$ cat src/rtl/level_debouncer.sv
// Switch debouncer feeding the mode-5 counter's level input.
// A raw bouncing input is synchronized into the clock domain. It then has to agree for
// DEBOUNCE_CYCLES consecutive synchronized cycles before the registered level flips.
// The registered level comes with one-cycle rise/fall ticks. FSM state is exposed for debug.
// Optional build macro: LEVEL_DEBOUNCER_SYNC3_EN adds a third synchronizer stage.
module level_debouncer #(
  parameter int unsigned DEBOUNCE_CYCLES = 4,
  parameter int unsigned CNT_W           = 3
) (
  input  logic       clock,
  input  logic       reset,
  input  logic       sw_raw,
  output logic       level,
  output logic       rise_tick,
  output logic       fall_tick,
  output logic [1:0] state_reg_out,
  output logic [1:0] state_next_out
);

  typedef enum logic [1:0] {
    StZero  = 2'b00,
    StWait1 = 2'b01,
    StOne   = 2'b10,
    StWait0 = 2'b11
  } state_e;

  // Exit point of qualification; cnt is compared before incrementing, so it never wraps.
  localparam logic [CNT_W-1:0] CntMax = CNT_W'(DEBOUNCE_CYCLES - 1);

  logic s1_q, s2_q;
  logic sync_in;

`ifdef LEVEL_DEBOUNCER_SYNC3_EN
  logic s3_q;

  // Three-flop synchronizer for sw_raw.
  always_ff @(posedge clock or negedge reset) begin
    if (!reset) begin
      s1_q <= 1'b0;
      s2_q <= 1'b0;
      s3_q <= 1'b0;
    end else begin
      s1_q <= sw_raw;
      s2_q <= s1_q;
      s3_q <= s2_q;
    end
  end

  assign sync_in = s3_q;
`else
  // Two-flop synchronizer for sw_raw.
  always_ff @(posedge clock or negedge reset) begin
    if (!reset) begin
      s1_q <= 1'b0;
      s2_q <= 1'b0;
    end else begin
      s1_q <= sw_raw;
      s2_q <= s1_q;
    end
  end

  assign sync_in = s2_q;
`endif

  state_e           state_q, state_d;
  logic [CNT_W-1:0] cnt_q, cnt_d;
  logic             level_q, level_d;
  logic             rise_q, rise_d;
  logic             fall_q, fall_d;

  // Next-state, stability counter and registered-output next values.
  always_comb begin
    state_d = state_q;
    cnt_d   = cnt_q;
    unique case (state_q)
      StZero: begin
        if (sync_in) begin
          state_d = StWait1;
          cnt_d   = '0;
        end
      end
      StWait1: begin
        if (!sync_in) begin
          state_d = StZero;
        end else if (cnt_q == CntMax) begin
          state_d = StOne;
        end else begin
          cnt_d = cnt_q + CNT_W'(1);
        end
      end
      StOne: begin
        if (!sync_in) begin
          state_d = StWait0;
          cnt_d   = '0;
        end
      end
      StWait0: begin
        if (sync_in) begin
          state_d = StOne;
        end else if (cnt_q == CntMax) begin
          state_d = StZero;
        end else begin
          cnt_d = cnt_q + CNT_W'(1);
        end
      end
      default: begin
        state_d = StZero;
        cnt_d   = '0;
      end
    endcase

    // Outputs are registered from the next state so level and tick land on the same edge.
    level_d = (state_d == StOne) || (state_d == StWait0);
    rise_d  = (state_q == StWait1) && (state_d == StOne);
    fall_d  = (state_q == StWait0) && (state_d == StZero);
  end

  // FSM, counter and output registers.
  always_ff @(posedge clock or negedge reset) begin
    if (!reset) begin
      state_q <= StZero;
      cnt_q   <= '0;
      level_q <= 1'b0;
      rise_q  <= 1'b0;
      fall_q  <= 1'b0;
    end else begin
      state_q <= state_d;
      cnt_q   <= cnt_d;
      level_q <= level_d;
      rise_q  <= rise_d;
      fall_q  <= fall_d;
    end
  end

  assign level          = level_q;
  assign rise_tick      = rise_q;
  assign fall_tick      = fall_q;
  assign state_reg_out  = state_q;
  assign state_next_out = state_d;

endmodule

$ cat config.mk
export PLATFORM = sky130hd
export DESIGN_NAME = level_debouncer
export DESIGN_NICKNAME = d
export VERILOG_FILES = /design/src/rtl/level_debouncer.sv
export SDC_FILE = /design/constraint.sdc
export NUM_CORES = 1
export LEC_CHECK = 0
export ABC_AREA = 1
export BUFFER_PORTS_ARGS = -buffer_cell sky130_fd_sc_hd__buf_2
export CAP_MARGIN = 5
export CELL_PAD_IN_SITES_DETAIL_PLACEMENT = 0
export CELL_PAD_IN_SITES_GLOBAL_PLACEMENT = 2
export CORE_UTILIZATION = 28
export CTS_BUF_LIST = sky130_fd_sc_hd__clkbuf_4 sky130_fd_sc_hd__clkbuf_8 sky130_fd_sc_hd__clkbuf_16
export CTS_CLUSTER_DIAMETER = 80
export CTS_CLUSTER_SIZE = 10
export DETAILED_ROUTE_END_ITERATION = 8
export PLACE_DENSITY_LB_ADDON = 0.1
export SYNTH_ARGS = -nofsm -noshare
export SYNTH_HDL_FRONTEND = slang
export SYNTH_SLANG_ARGS = --single-unit
$ cat constraint.sdc
create_clock -name clock -period 1.5 [get_ports clock]
set_input_delay 0.3 -clock clock [delete_from_list [all_inputs] [get_ports clock]]
set_output_delay 0.3 -clock clock [all_outputs]
set_load 0.02 [all_outputs]
Word-level counts from Yosys, hierarchy flattened
Index checks and enable logic that the tools add are counted.
{"block": "word_totals", "out_inout_bits": 7, "input_bits": 3, "reg_bits": 10}
{"block": "op_classes", "mux": 13, "n_reduce_logical": 6, "n_addsub": 1, "n_eq_ne": 10}
{"operator": "2-to-1 mux 3 bit", "n": 5}
{"operator": "2-to-1 mux 2 bit", "n": 6}
{"operator": "case mux 3 bit (4 select lines)", "n": 1}
{"operator": "== test 2 bit (second input constant)", "n": 4}
{"operator": "inequality test 2 bit (second input constant)", "n": 4}
{"operator": "case mux 2 bit (4 select lines)", "n": 1}
{"operator": "zero test 2 bit", "n": 2}
{"operator": "AND reduction 4 bit", "n": 1}
{"operator": "adder 3 x 1 -> 3 bit (second input constant)", "n": 1}
{"operator": "== test 3 x 2 -> 1 bit (second input constant)", "n": 1}
{"operator": "== test 2 x 1 -> 1 bit (second input constant)", "n": 1}
{"operator": "logical AND 1 bit", "n": 2}
{"operator": "logical OR 1 bit", "n": 1}

Logic depth before layout (Yosys ltp)
Gate-level depths: netlist (run 1).
{"block": "depth", "depth_word": 6, "ltp_mapped": 6, "depth_no_buf": 6}

Worst setup path after synthesis (run 1)
No wires, ideal clock.
{"block": "synth_timing", "path_type": "reg-to-output", "from": "register cnt_q[0]", "to": "output state_next_out[1]", "path_slack_ns": 0.077, "path_stages_with_launch": 7, "arrival_time_ns": 1.123, "t_required_ns": 1.200, "cell_sequence": "dfrtp_1 -> ha_1 -> ha_1 -> nand2_4 -> nand2_1 -> o21ai_1 -> inv_1"}
{"block": "synth_via", "elab_chain_len": 4, "word_cells_on_any_way": 6, "classes_between": "eq/ne: 1; mux: 5"}
{"item": "from (decl)", "line": "66", "text": "logic [CNT_W-1:0] cnt_q, cnt_d;"}
{"item": "from (signal assigned)", "line": "128", "text": "cnt_q <= cnt_d;"}
{"item": "== test 3 x 2 -> 1 bit (*)", "line": "85, 100"}
{"item": "2-to-1 mux 2 bit, on equally long branches", "line": "100, 85"}
{"item": "2-to-1 mux 2 bit, on equally long branches", "line": "98, 83"}
{"item": "case mux 2 bit (4 select lines) (*)", "line": "75", "text": "unique case (state_q)"}
{"item": "to (decl)", "line": "17", "text": "output logic [1:0] state_next_out"}
Every way passes the cells marked *; elsewhere a longest branch is shown, timed or not.

Worst setup path in the final report (run 1)
{"block": "layout_timing", "from": "register cnt_q[1]", "to": "output state_next_out[1]"}
Same word-level chain as after synthesis.

==> impl_metrics.json, run 1 <==
{
  "crit_family": "flip-flops",
  "cp-start-kind": "flop",
  "ys_ff_latch": 10,
  "clk_latency_ns": 0.26,
  "r2r-start": "cnt_q[1]",
  "fin_setup_tns_ns": -0.351,
  "synth-edff-count": 0,
  "gp_congestion": 0.690,
  "fin_skew_ns": 0.00421,
  "antenna_found_initial": 0,
  "relSlewSlack": 0.855,
  "synth_ff_type": "dfrtp_1",
  "via_count": 356,
  "maxCapViolCount": 0,
  "htree_num_levels": 1,
  "die_area_sq_um": 1590,
  "async_flop_share": 1.00,
  "holdWs_ns": 0.144,
  "grt_max_degree": 11,
  "crit_path_end": "state_next_out[1]",
  "ys_top_cells_by_area": "dfrtp_1 62%, nand2_1 9.3%, inv_1 7.5%",
  "synth_warnings": 0,
  "rsz0062_at_grt": "yes",
  "portBuffers": 9,
  "fmax_ghz": 0.585,
  "dr.pass1.iters": 2,
  "fill_cells": 128,
  "layoutNonFillerInstCount": 81,
  "synth_top_cell_by_area": "dfrtp_1",
  "critPathLaunch": "cnt_q[1]",
  "area_growth_pct": 54.7,
  "status": "finished, violations left",
  "cp_num_buf_inv": 2,
  "worst_pin_slew_ns": 0.217,
  "period_needed_ns": 1.71,
  "grt_pass1_wl_um": 1300,
  "synth_adder_area_share": 0.0621,
  "place_ws_ns": -0.0429,
  "power.density_nw_per_um2": 1760,
  "synth_top_area_share": 0.621,
  "end_kind": "output port",
  "reg2reg_depth": 8,
  "cts_tree": "built",
  "initial_core_util": 0.306,
  "clkSinkCount": 10,
  "muxShareOfSynthArea": 0,
  "r2r-end": "cnt_q[0]",
  "rows": 13,
  "finalNetCount": 73,
  "critPathMaxStageDelay_ns": 0.40,
  "core_area_sq_um": 1320,
  "slew_viol_final": 0,
  "ys_seq_area_frac": 0.621,
  "finalCritPeriodShare": 1.14,
  "wl_per_cell_um": 9.96,
  "hold_viol_final": 0,
  "fp.dieH_um": 39.9,
  "reg2reg_slack_ns": 0.10,
  "clock_path_buffers": 2,
  "yosysUniqueCellTypes": 10,
  "fp.dieW_um": 39.9,
  "synth_common_cells": "10 x dfrtp_1, 10 x nand2_1, 8 x inv_1",
  "worstPathRequired_ns": 1.20,
  "synth-xor-area-share": 0,
  "yosys.area_share.simple": 0.230,
  "path_depth": 7,
  "synth_compound_area_frac": 0.0124,
  "ant_nets": 0,
  "drc": 0,
  "dp.cells": 69,
  "synth_area_per_cell_sq_um": 9.83,
  "vias_per_cell": 4.40,
  "vdd_drop_max_uv": 835,
  "cts_buffers": 3,
  "cts-root-buf": "clkbuf_4",
  "clk_pin_slew_ns": 0.06,
  "violations": "negative setup slack",
  "timing.final.ws_setup_ns": -0.208,
  "totalWireLength_um": 807,
  "grt-ovfl-total": 0,
  "grt_usage": 0.135,
  "worstPathCellList": "ha_2 -> ha_4 -> nand2_4 -> nand2_2 -> o21ai_2 -> inv_2 -> buf_6",
  "grt_pass1_vias": 341,
  "setup_viol": 2,
  "synthesis.nets": 46,
  "power_w": 0.00110,
  "path_class": "reg -> out",
  "pin_count": 10,
  "antenna_cells": 0,
  "synth_cells": 41,
  "drt_iter0_markers": 4,
  "crit_arrival_ns": 1.41,
  "syn_area_sq_um": 403,
  "critPathMaxFanout": 4,
  "slowest_stage": "dfrtp_1",
  "drive_gt1_frac": 0.500,
  "p_leak_nw": 0.361,
  "dp_hpwl_um": 518,
  "synth_top_family_by_area": "simple AND/OR/NAND/NOR gates",
  "hold_class": "in -> reg"
}
layer usage:
metal	vias to the layer above	wire, um	track usage	part of all wire
li1	175	-	-	-
met1	169	350	0.144	0.43
met4	0	19	0.129	0.024
met5	-	0	0	0
met2	9	401	0.202	0.50
met3	3	35	0.0500	0.043
per-stage QoR:
| step | utilization | cell area (sq um) |
|---|---|---|
| 4_1_cts | 0.456 | 601 |
| 3_3_place_gp | 0.377 | 497 |
| 3_5_place_dp | 0.377 | 497 |
| 5_1_grt | 0.473 | 623 |
| 6_report | 0.473 | 623 |
| 2_1_floorplan | - | 403 |
power breakdown:
group | total, W | internal [W] | switching [W]
registers | 0.000385 | 0.000337 | 0.0000482
logic | 0.000532 | 0.000255 | 0.000278
clock network | 0.000179 | 0.0000925 | 0.0000869
total | 0.00110 | 0.000684 | 0.000413
worst reg2reg max path: cells and delay by family, from the launching register on:
family,cells,cell delay [ns]
adders and majority gates,2,0.34
buffers and inverters,3,0.39
DFF,1,0.37
and+or+nand+nor,3,0.20
area by class of cell:
type,instances,area [sq um],share of cell area
Clock buffer,3,22.5,0.0361
Inverter,8,30.0,0.0482
Multi-Input combinational cell,23,144,0.231
Sequential cell,10,250,0.402
Tap cell,15,18.8,0.0301
Timing Repair Buffer,22,158,0.253
placed cells by master (no fill, tap or decap):
cell           netlist  layout
buf_6                0       2
dlygate4sd3_1        0       1
inv_1                8       6
nand2_1             10       9
nand2_2              2       3
nor2_1               3       3
clkbuf_4             0       3
nand2_4              1       1
nor3_1               1       1
ha_4                 0       1
inv_2                0       2
buf_2                0       7
ha_2                 0       1
buf_4                0      12
dfrtp_1             10      10
o21ai_2              0       1
nand3_1              3       3
logic make-up (layout without fill, tap and decap cells):
| family | count (synthesis) | in the layout |
|---|---|---|
| flops | 10 | 10 |
| buf+inv | 8 | 33 |
| fa+ha+maj | 2 | 2 |
| compound gates | 1 | 1 |
| simple gates | 20 | 20 |
registers in the layout (all words and copies together) (netlist names):
signal / count
cnt_q: 3
fall_tick: 1
level: 1
rise_tick: 1
s1_q: 1
s2_q: 1
state_reg_out: 2
what timing repair did:
action	CTS	global route
setup endpoints to repair	2	2
hold endpoints to repair	10	0
buffers inserted	5	3
pin swaps	2	1
hold buffers	1	0
gates resized for setup	10	1
worst min path at each step:
| stage | slack (ns) | cells past startpoint | from | end |
|---|---|---|---|---|
| 3_3_place_gp | 0.17 | 1 | reset | cnt_q[2] |
| 4_1_cts | 0.13 | 1 | sw_raw | s1_q |
| 2_1_floorplan | 0.004 | 0 | reset | cnt_q[0] |
| 3_5_place_dp | 0.17 | 1 | reset | cnt_q[2] |
| 6_report | 0.14 | 1 | sw_raw | s1_q |
| 5_1_grt | 0.14 | 1 | sw_raw | s1_q |
No activity file was read; power rests on OpenSTA's default activity.
==> run 2, diff against run 1 <==
--- a/config.mk
+++ b/config.mk
@@ -6,15 +6,16 @@
 export NUM_CORES = 1
 export LEC_CHECK = 0
 export ABC_AREA = 1
-export BUFFER_PORTS_ARGS = -buffer_cell sky130_fd_sc_hd__buf_2
 export CAP_MARGIN = 5
 export CELL_PAD_IN_SITES_DETAIL_PLACEMENT = 0
 export CELL_PAD_IN_SITES_GLOBAL_PLACEMENT = 2
-export CORE_UTILIZATION = 28
+export CORE_AREA = 2 2 39 41
 export CTS_BUF_LIST = sky130_fd_sc_hd__clkbuf_4 sky130_fd_sc_hd__clkbuf_8 sky130_fd_sc_hd__clkbuf_16
 export CTS_CLUSTER_DIAMETER = 80
 export CTS_CLUSTER_SIZE = 10
 export DETAILED_ROUTE_END_ITERATION = 8
+export DIE_AREA = 0 0 41 43
+export DONT_BUFFER_PORTS = 1
 export PLACE_DENSITY_LB_ADDON = 0.1
 export SYNTH_ARGS = -nofsm -noshare
 export SYNTH_HDL_FRONTEND = slang
==> impl_metrics.json, run 2 (same netlist as run 1, synthesis figures left out) <==
{
  "grt_pass1_vias": 267,
  "layout_commonest_cell": "dfrtp_1",
  "cts-root-buf": "clkbuf_4",
  "mostFrequentLayoutCells": "10 x dfrtp_1, 9 x nand2_1, 6 x inv_1, 6 x buf_4",
  "dp_hpwl_um": 505,
  "clk_pin_slew_ns": 0.07,
  "violations": "negative setup slack",
  "via_count": 286,
  "drt_iter0_markers": 0,
  "fin_skew_ns": 0.00387,
  "pin_count": 10,
  "drc": 0,
  "place_ws_ns": 0.0175,
  "ant_nets": 0,
  "rows": 14,
  "antenna_found_initial": 0,
  "fin_util": 0.389,
  "fp.dieH_um": 43,
  "core_area_sq_um": 1380,
  "maxCapViolCount": 0,
  "clkPwrFrac": 0.235,
  "vias_per_cell": 4.21,
  "grt_pass1_wl_um": 1000,
  "grt-ovfl-total": 0,
  "layoutNonFillerInstCount": 68,
  "worstPathRequired_ns": 1.20,
  "largest_register": "cnt_q",
  "grt_max_degree": 11,
  "hold_viol_final": 0,
  "die_area_sq_um": 1760,
  "slew_viol_final": 0,
  "gp_congestion": 0.623,
  "path_class": "reg -> out",
  "p_comb_frac": 0.339,
  "power_switching_share": 0.379,
  "htree_num_levels": 1,
  "drive_gt1_frac": 0.365,
  "largest_reg_flops": 3,
  "antenna_cells": 0,
  "relSlewSlack": 0.701,
  "grt_usage": 0.0887,
  "hold_class": "in -> reg",
  "crit_arrival_ns": 1.30,
  "dp.cells": 60,
  "pwr-share-seq": 0.426,
  "end_kind": "output port",
  "clk_latency_ns": 0.25,
  "fill_cells": 133,
  "rsz0062_at_grt": "yes",
  "critPathMaxFanout": 5,
  "clock_path_buffers": 2,
  "clkSinkCount": 10,
  "cts_tree": "built",
  "totalWireLength_um": 660,
  "power_w": 0.000987,
  "timing.final.ws_setup_ns": -0.102,
  "setup_viol": 2,
  "reg2reg_slack_ns": 0.23,
  "finalCritPeriodShare": 1.07,
  "status": "finished, violations left",
  "finalNetCount": 58,
  "wl_per_cell_um": 9.71,
  "portBuffers": 0,
  "vdd_drop_max_uv": 610,
  "area_growth_pct": 33.5,
  "switchingPower_w": 0.000374,
  "dr.pass1.iters": 1,
  "fp.dieW_um": 41,
  "period_needed_ns": 1.60,
  "worst_pin_slew_ns": 0.447,
  "initial_core_util": 0.291,
  "power.density_nw_per_um2": 1840,
  "cts_buffers": 3,
  "internal_power_w": 0.000613,
  "cp-start-kind": "flop",
  "fmax_ghz": 0.624,
  "p_leak_nw": 0.295
}
## run 2: changes by cell type in the layout (fill, tap and decap cells not counted)
| cell | change |
|---|---|
| buf_4 | -6 |
| clkbuf_8 | +1 |
| inv_4 | +1 |
| inv_2 | -1 |
| buf_2 | -7 |
| buf_6 | -2 |
## run 2: final timing paths
| kind | startpoint | to | cells after the start |
|---|---|---|---|
| max | cnt_q[0] | state_next_out[1] | 6 |
| min | sw_raw | s1_q | 0 |
| max reg2reg | cnt_q[0] | cnt_q[2] | 7 |
| min reg2reg | s1_q | s2_q | 0 |
| max in group asynchronous | reset | fall_tick | 1 |
| min in group asynchronous | reset | level | 1 |
## run 2: per-stage QoR
stage | setup TNS, ns | area (sq um) | hold WS [ns]
after global placement | 0 | 445 | 0.00462
after global routing | -0.292 | 538 | 0.0366
after CTS | -0.188 | 531 | 0.0605
after detailed placement | 0 | 445 | 0.00459
final | -0.161 | 538 | 0.0681
after floorplan | 0 | 403 | 0.00441
## run 2: per-layer routing
metal	wire, um	track usage
met5	0	0
met1	290	0.0845
met4	4	0.0600
met2	332	0.147
met3	33	0.0314
## run 2: repair_timing
action / CTS / global route
setup endpoints to repair: 2 / 2
gates resized for setup: 8 / 0
hold endpoints to repair: 10 / 0
setup buffers: 2 / 1
hold buffers: 1 / 0
## run 2: critical path, cell delays in order (launching register included)
cell and delay (ns):
dfrtp_1 0.39, ha_2 0.20, ha_4 0.16, nand2_4 0.09, nand2_2 0.06, o21ai_2 0.07, inv_2 0.09
## run 2: layout make-up
| class | count | area [sq um] | area share |
|---|---|---|---|
| sequential | 10 | 250 | 0.465 |
| multi-input combinational | 23 | 144 | 0.267 |
| timing repair buffer | 7 | 55.1 | 0.102 |
| clock buffer | 4 | 36.3 | 0.0674 |
| inverter | 8 | 32.5 | 0.0605 |
| tap | 16 | 20.0 | 0.0372 |
## run 2: power groups by stage
stage / Clock, W / Combinational (W) / Sequential, W
4_1_cts: 0.000240 / 0.000339 / 0.000423
3_5_place_dp: 0 / 0.000273 / 0.000430
2_1_floorplan: 0 / 0.000185 / 0.000435
6_report: 0.000232 / 0.000334 / 0.000421
3_3_place_gp: 0 / 0.000273 / 0.000429
5_1_grt: 0.000265 / 0.000380 / 0.000428
